File: src/rtl/param_register_file.sv
// Multi-port register file: one write port, two registered read ports, and a pending bit per entry.
// Define REGFILE_WR_BYPASS_EN for write-first reads; leave it undefined for read-first reads.
module param_register_file #(
  parameter int DATA_W    = 8,
  parameter int ADDR_W    = 3,
  parameter int ZERO_REG0 = 0
) (
  input  logic              clk,
  input  logic              rst_n,
  input  logic              we,
  input  logic [ADDR_W-1:0] wr_addr,
  input  logic [DATA_W-1:0] wr_data,
  input  logic              rd_en1,
  input  logic [ADDR_W-1:0] rd_addr1,
  input  logic              rd_en2,
  input  logic [ADDR_W-1:0] rd_addr2,
  output logic [DATA_W-1:0] rd_data1,
  output logic [DATA_W-1:0] rd_data2,
  output logic              rd_valid1,
  output logic              rd_valid2,
  input  logic              rsv,
  input  logic [ADDR_W-1:0] rsv_addr,
  output logic              rd_pend1,
  output logic              rd_pend2
);

  localparam int DEPTH    = 2 ** ADDR_W;
  localparam bit HAS_ZERO = (ZERO_REG0 != 0);

  // Storage is cleared on reset, so it is kept in flops rather than block RAM.
  logic [DATA_W-1:0] mem_reg [DEPTH];
  logic [DEPTH-1:0]  pend_reg;
  logic [DEPTH-1:0]  wr_hit_vec;
  logic [DEPTH-1:0]  rsv_hit_vec;

  genvar gi;

  // Per-entry decode. A hard-wired zero entry never sees a hit.
  for (gi = 0; gi < DEPTH; gi++) begin : g_entry
    localparam logic [ADDR_W-1:0] ENTRY  = ADDR_W'(gi);
    localparam bit                LOCKED = HAS_ZERO && (gi == 0);
    assign wr_hit_vec[gi]  = we  && (wr_addr  == ENTRY) && !LOCKED;
    assign rsv_hit_vec[gi] = rsv && (rsv_addr == ENTRY) && !LOCKED;
  end

  always_ff @(posedge clk) begin
    if (!rst_n) begin
      for (int i = 0; i < DEPTH; i++) begin
        mem_reg[i]  <= '0;
        pend_reg[i] <= 1'b0;
      end
    end else begin
      for (int i = 0; i < DEPTH; i++) begin
        if (wr_hit_vec[i]) begin
          mem_reg[i] <= wr_data;
        end
        // A reservation landing with a write to the same entry leaves it pending.
        if (rsv_hit_vec[i]) begin
          pend_reg[i] <= 1'b1;
        end else if (wr_hit_vec[i]) begin
          pend_reg[i] <= 1'b0;
        end
      end
    end
  end

  logic [1:0]        rd_en_vec;
  logic [ADDR_W-1:0] rd_addr_vec [2];

  assign rd_en_vec      = {rd_en2, rd_en1};
  assign rd_addr_vec[0] = rd_addr1;
  assign rd_addr_vec[1] = rd_addr2;

  // Two identical, independent read ports.
  for (gi = 0; gi < 2; gi++) begin : g_rd
    logic [DATA_W-1:0] data_reg;
    logic [DATA_W-1:0] data_next;
    logic              valid_reg;
    logic              pend_reg_q;
    logic              pend_next;
    logic              zero_hit;

    assign zero_hit = HAS_ZERO && (rd_addr_vec[gi] == '0);

    always_comb begin
      data_next = mem_reg[rd_addr_vec[gi]];
`ifdef REGFILE_WR_BYPASS_EN
      if (we && (wr_addr == rd_addr_vec[gi])) begin
        data_next = wr_data;
      end
`endif
      if (zero_hit) begin
        data_next = '0;
      end
      // The pending flag is never bypassed: it shows the state before this edge.
      pend_next = pend_reg[rd_addr_vec[gi]] && !zero_hit;
    end

    always_ff @(posedge clk) begin
      if (!rst_n) begin
        data_reg   <= '0;
        valid_reg  <= 1'b0;
        pend_reg_q <= 1'b0;
      end else begin
        valid_reg <= rd_en_vec[gi];
        if (rd_en_vec[gi]) begin
          data_reg   <= data_next;
          pend_reg_q <= pend_next;
        end
      end
    end
  end

  assign rd_data1  = g_rd[0].data_reg;
  assign rd_valid1 = g_rd[0].valid_reg;
  assign rd_pend1  = g_rd[0].pend_reg_q;
  assign rd_data2  = g_rd[1].data_reg;
  assign rd_valid2 = g_rd[1].valid_reg;
  assign rd_pend2  = g_rd[1].pend_reg_q;

endmodule
File: config.mk
export PLATFORM = sky130hd
export DESIGN_NAME = param_register_file
export DESIGN_NICKNAME = d
export VERILOG_FILES = /design/src/rtl/param_register_file.sv
export SDC_FILE = /design/constraint.sdc
export NUM_CORES = 1
export LEC_CHECK = 0
export CAP_MARGIN = 10
export CORE_MARGIN = 8
export CORE_UTILIZATION = 57
export DETAILED_ROUTE_END_ITERATION = 8
export GPL_ROUTABILITY_DRIVEN = 0
export PLACE_DENSITY = 0.89
export SYNTH_ARGS = -nofsm -noshare
export SYNTH_HDL_FRONTEND = slang
export SYNTH_SLANG_ARGS = --single-unit
File: constraint.sdc
create_clock -name clk -period 1.5 [get_ports clk]
set_input_delay 0.3 -clock clk [delete_from_list [all_inputs] [get_ports clk]]
set_output_delay 0.3 -clock clk [all_outputs]
set_load 0.1 [all_outputs]
==> flow_summary.yaml <==
drt:
  vias: 3504
  drc_errors: 0
  wl_um: 12300
  drt_iter0_markers: 338
  drt-vias-per-instance: 6.35
  antenna_left: 0
  wl_per_cell_um: 22.2
  firstDrtPassIters: 5
yosys:
  synth_area_leader_cell: "edfxtp_1"
  synth.area.top_cells: "edfxtp_1 43%, dfxtp_1 13%, mux2_2 9.2%"
  ys_seq_area_share_pct: 56.1
  ys_warn_count: 0
  yosysTopAreaCellShare_pct: 43.4
  synth-seq-cells: 92
  synth_area_um2: 4430
  synth.avg_cell_area_um2: 11.9
  synth_nets: 399
  syn_inst: 373
  ys_types: 28
finish:
  layout-drive-gt1-share_pct: 26.2
  fin_nets: 471
  final_area_um2: 5700
  diodes: 0
  largest_reg_flops: 64
  syn_to_final_growth_pct: 28.7
  finalNonFillerCells: 552
pwr:
  peakVddDrop_mv: 0.486
  p_seq_share_pct: 49.9
  p_clk_share_pct: 27.8
  p_int_uw: 4290
  p_comb_share_pct: 22.3
  cellPowerDensity_nw_per_um2: 1060
  p_leak_uw: 0.00221
  sw_frac_of_total_pct: 29.2
  p_switching_uw: 1770
place:
  dp.cells: 536
  hpwl_um: 9020
  dpl_cell_area_um2: 5480
  io_buffers: 45
min_path:
  hp-class: "register to register"
timing:
  maxSlewHeadroom_pct: 65.4
  clock_skew_ns: 0.0158
  rsz0062_at_grt: "yes"
  hold_violations: 0
  max_freq_ghz: 0.635
  drv_slew: 0
  fin_crit_sh_pct: 105
  worst_pin_slew_ns: 0.517
  period_minus_slack_ns: 1.57
  setup_violations: 10
  fin_ws_ns: -0.0746
critical_path:
  startpoint: "rd_addr1[2]"
  critPathSlowestCell: "clkdlybuf4s50_1"
  r2r_slack_ns: 0.21
  endpoint: "rd_data1[7]"
  crit_type: "input port to register"
  crit_chain: "clkdlybuf4s50_1, nor2_1, a22oi_1, o221ai_1, a21oi_1"
  reg2reg_to: "rd_data1[4]"
  cp-start-kind: "input port"
  worstPathRequired_ns: 1.76
  rr_worst_depth: 4
  crit_fanout: 5
  endpoint_kind: "register"
  r2r-start: "mem_reg[7][4]"
  crit_arrival_ns: 1.83
  slowest_delay_ns: 0.58
die:
  core_area_um2: 7650
  fp.dieH_um: 104
  start_util_pct: 57.9
  die_w_um: 104
  rows: 32
  die_area_um2: 10800
  ios: 46
global_routing:
  grt_usage_pct: 22.8
  grt.overflow.total: 0
  grt_pass1_wl_um: 19400
  grt_start_max_net_pins: 26
  grt_pass1_vias: 3666
  antenna_found_initial: 0
clocking:
  ctsHoldBuffers: 0
  h-tree-depth: 3
  clkSinkCount: 92
  cts_tree: "done"
  insertion_delay_ns: 0.37
  cts.path.max_buffers: 2
  post_cts.repair.setup_buffers: 0
  root_buffer: "clkbuf_8"
  numCtsBuffers: 9
  clkTransAtPathRegs_ns: 0.10
flow_run:
  cap_viol_max_count: 0
run_status:
  violations: "negative setup slack"
  outcome: "complete, but fails checks"
## cell type report
class	count	area [µm²]
inverter	10	37.5
timing repair buffer	83	1110
sequential	92	2480
multi-input combinational	249	1740
clock inverter	5	52.6
fill	484	1950
clock buffer	11	141
tap	102	128
## cells in the mapped netlist, drive strengths merged
cell / n
a21boi: 1
a32oi: 4
nand2: 21
a221o: 16
edfxtp: 64
a22oi: 3
o21ai: 20
mux2i: 36
nand3: 5
mux2: 36
o22ai: 16
nand3b: 1
dfxtp: 28
and2: 2
nor2b: 10
nand2b: 2
inv: 10
o221ai: 2
nand4: 3
buf: 10
nor2: 52
clkbuf: 12
a21oi: 18
nand4b: 1
## how the worst min path moves through the flow
stage / from / to / slack [ns] / depth (start not counted)
floorplan: rsv_addr[0] / pend_reg[6] / 0.41 / 1
global placement: pend_reg[3] / pend_reg[3] / 0.47 / 2
detailed placement: pend_reg[3] / pend_reg[3] / 0.48 / 2
CTS: pend_reg[3] / pend_reg[3] / 0.50 / 2
global route: pend_reg[3] / pend_reg[3] / 0.52 / 2
finish: pend_reg[7] / pend_reg[7] / 0.50 / 2
## cells in the final DEF (no fill, tap or decap), types with 19 or more instances in the layout
cell             instances
buf_12                  35
buf_4                   23
clkdlybuf4s50_1         23
dfxtp_1                 28
edfxtp_1                64
mux2_2                  36
mux2i_1                 36
nand2_1                 19
nor2_1                  51
o21ai_0                 20
## cell families (layout without fill, tap and decap cells)
group,after synthesis,after routing,synth area share [%]
simple gates,97,97,9.52
flops,92,92,56.1
compound gates,80,80,12.0
mux,72,72,17.3
buf+inv,32,109,5.09
## through the flow
step	hold WS (ns)	TNS [ns]	setup WS [ns]	util [%]	total power (µW)
floorplan	0.412	0	0.111	-	3830
global placement	0.473	-20.44	-0.411	71.7	4340
detailed placement	0.484	-29.07	-0.480	71.7	4400
CTS	0.496	0	0.0150	74.5	6020
global route	0.524	-0.415	-0.0842	74.5	6220
finish	0.503	-0.261	-0.0746	74.5	6050
## critical path: cells and delay by family
kind	cells	cell delay, ns
AO/OA/AOI/OAI	3	0.47
AND/OR/NAND/NOR	1	0.48
buffers and inverters	1	0.58
## timing repair
item | CTS | global route
resized for setup | 6 | 2
pin swaps | 0 | 0
setup endpoints to repair | 15 | 11
## metal layers
layer / global-route usage (%) / wire length [µm]
met2: 39.0 / 6200
met1: 25.9 / 4420
met4: 13.0 / 526
met3: 4.89 / 1120
met5: 0 / 0
## power by group through the flow
| stage | Combinational (µW) | Clock (µW) | Sequential, µW |
|---|---|---|---|
| finish | 1350 | 1680 | 3020 |
| global route | 1410 | 1770 | 3040 |
| CTS | 1340 | 1660 | 3020 |
| detailed placement | 1330 | 0 | 3080 |
| global placement | 1290 | 0 | 3060 |
| floorplan | 489 | 0 | 3340 |
(Power assumes the default switching activity.)
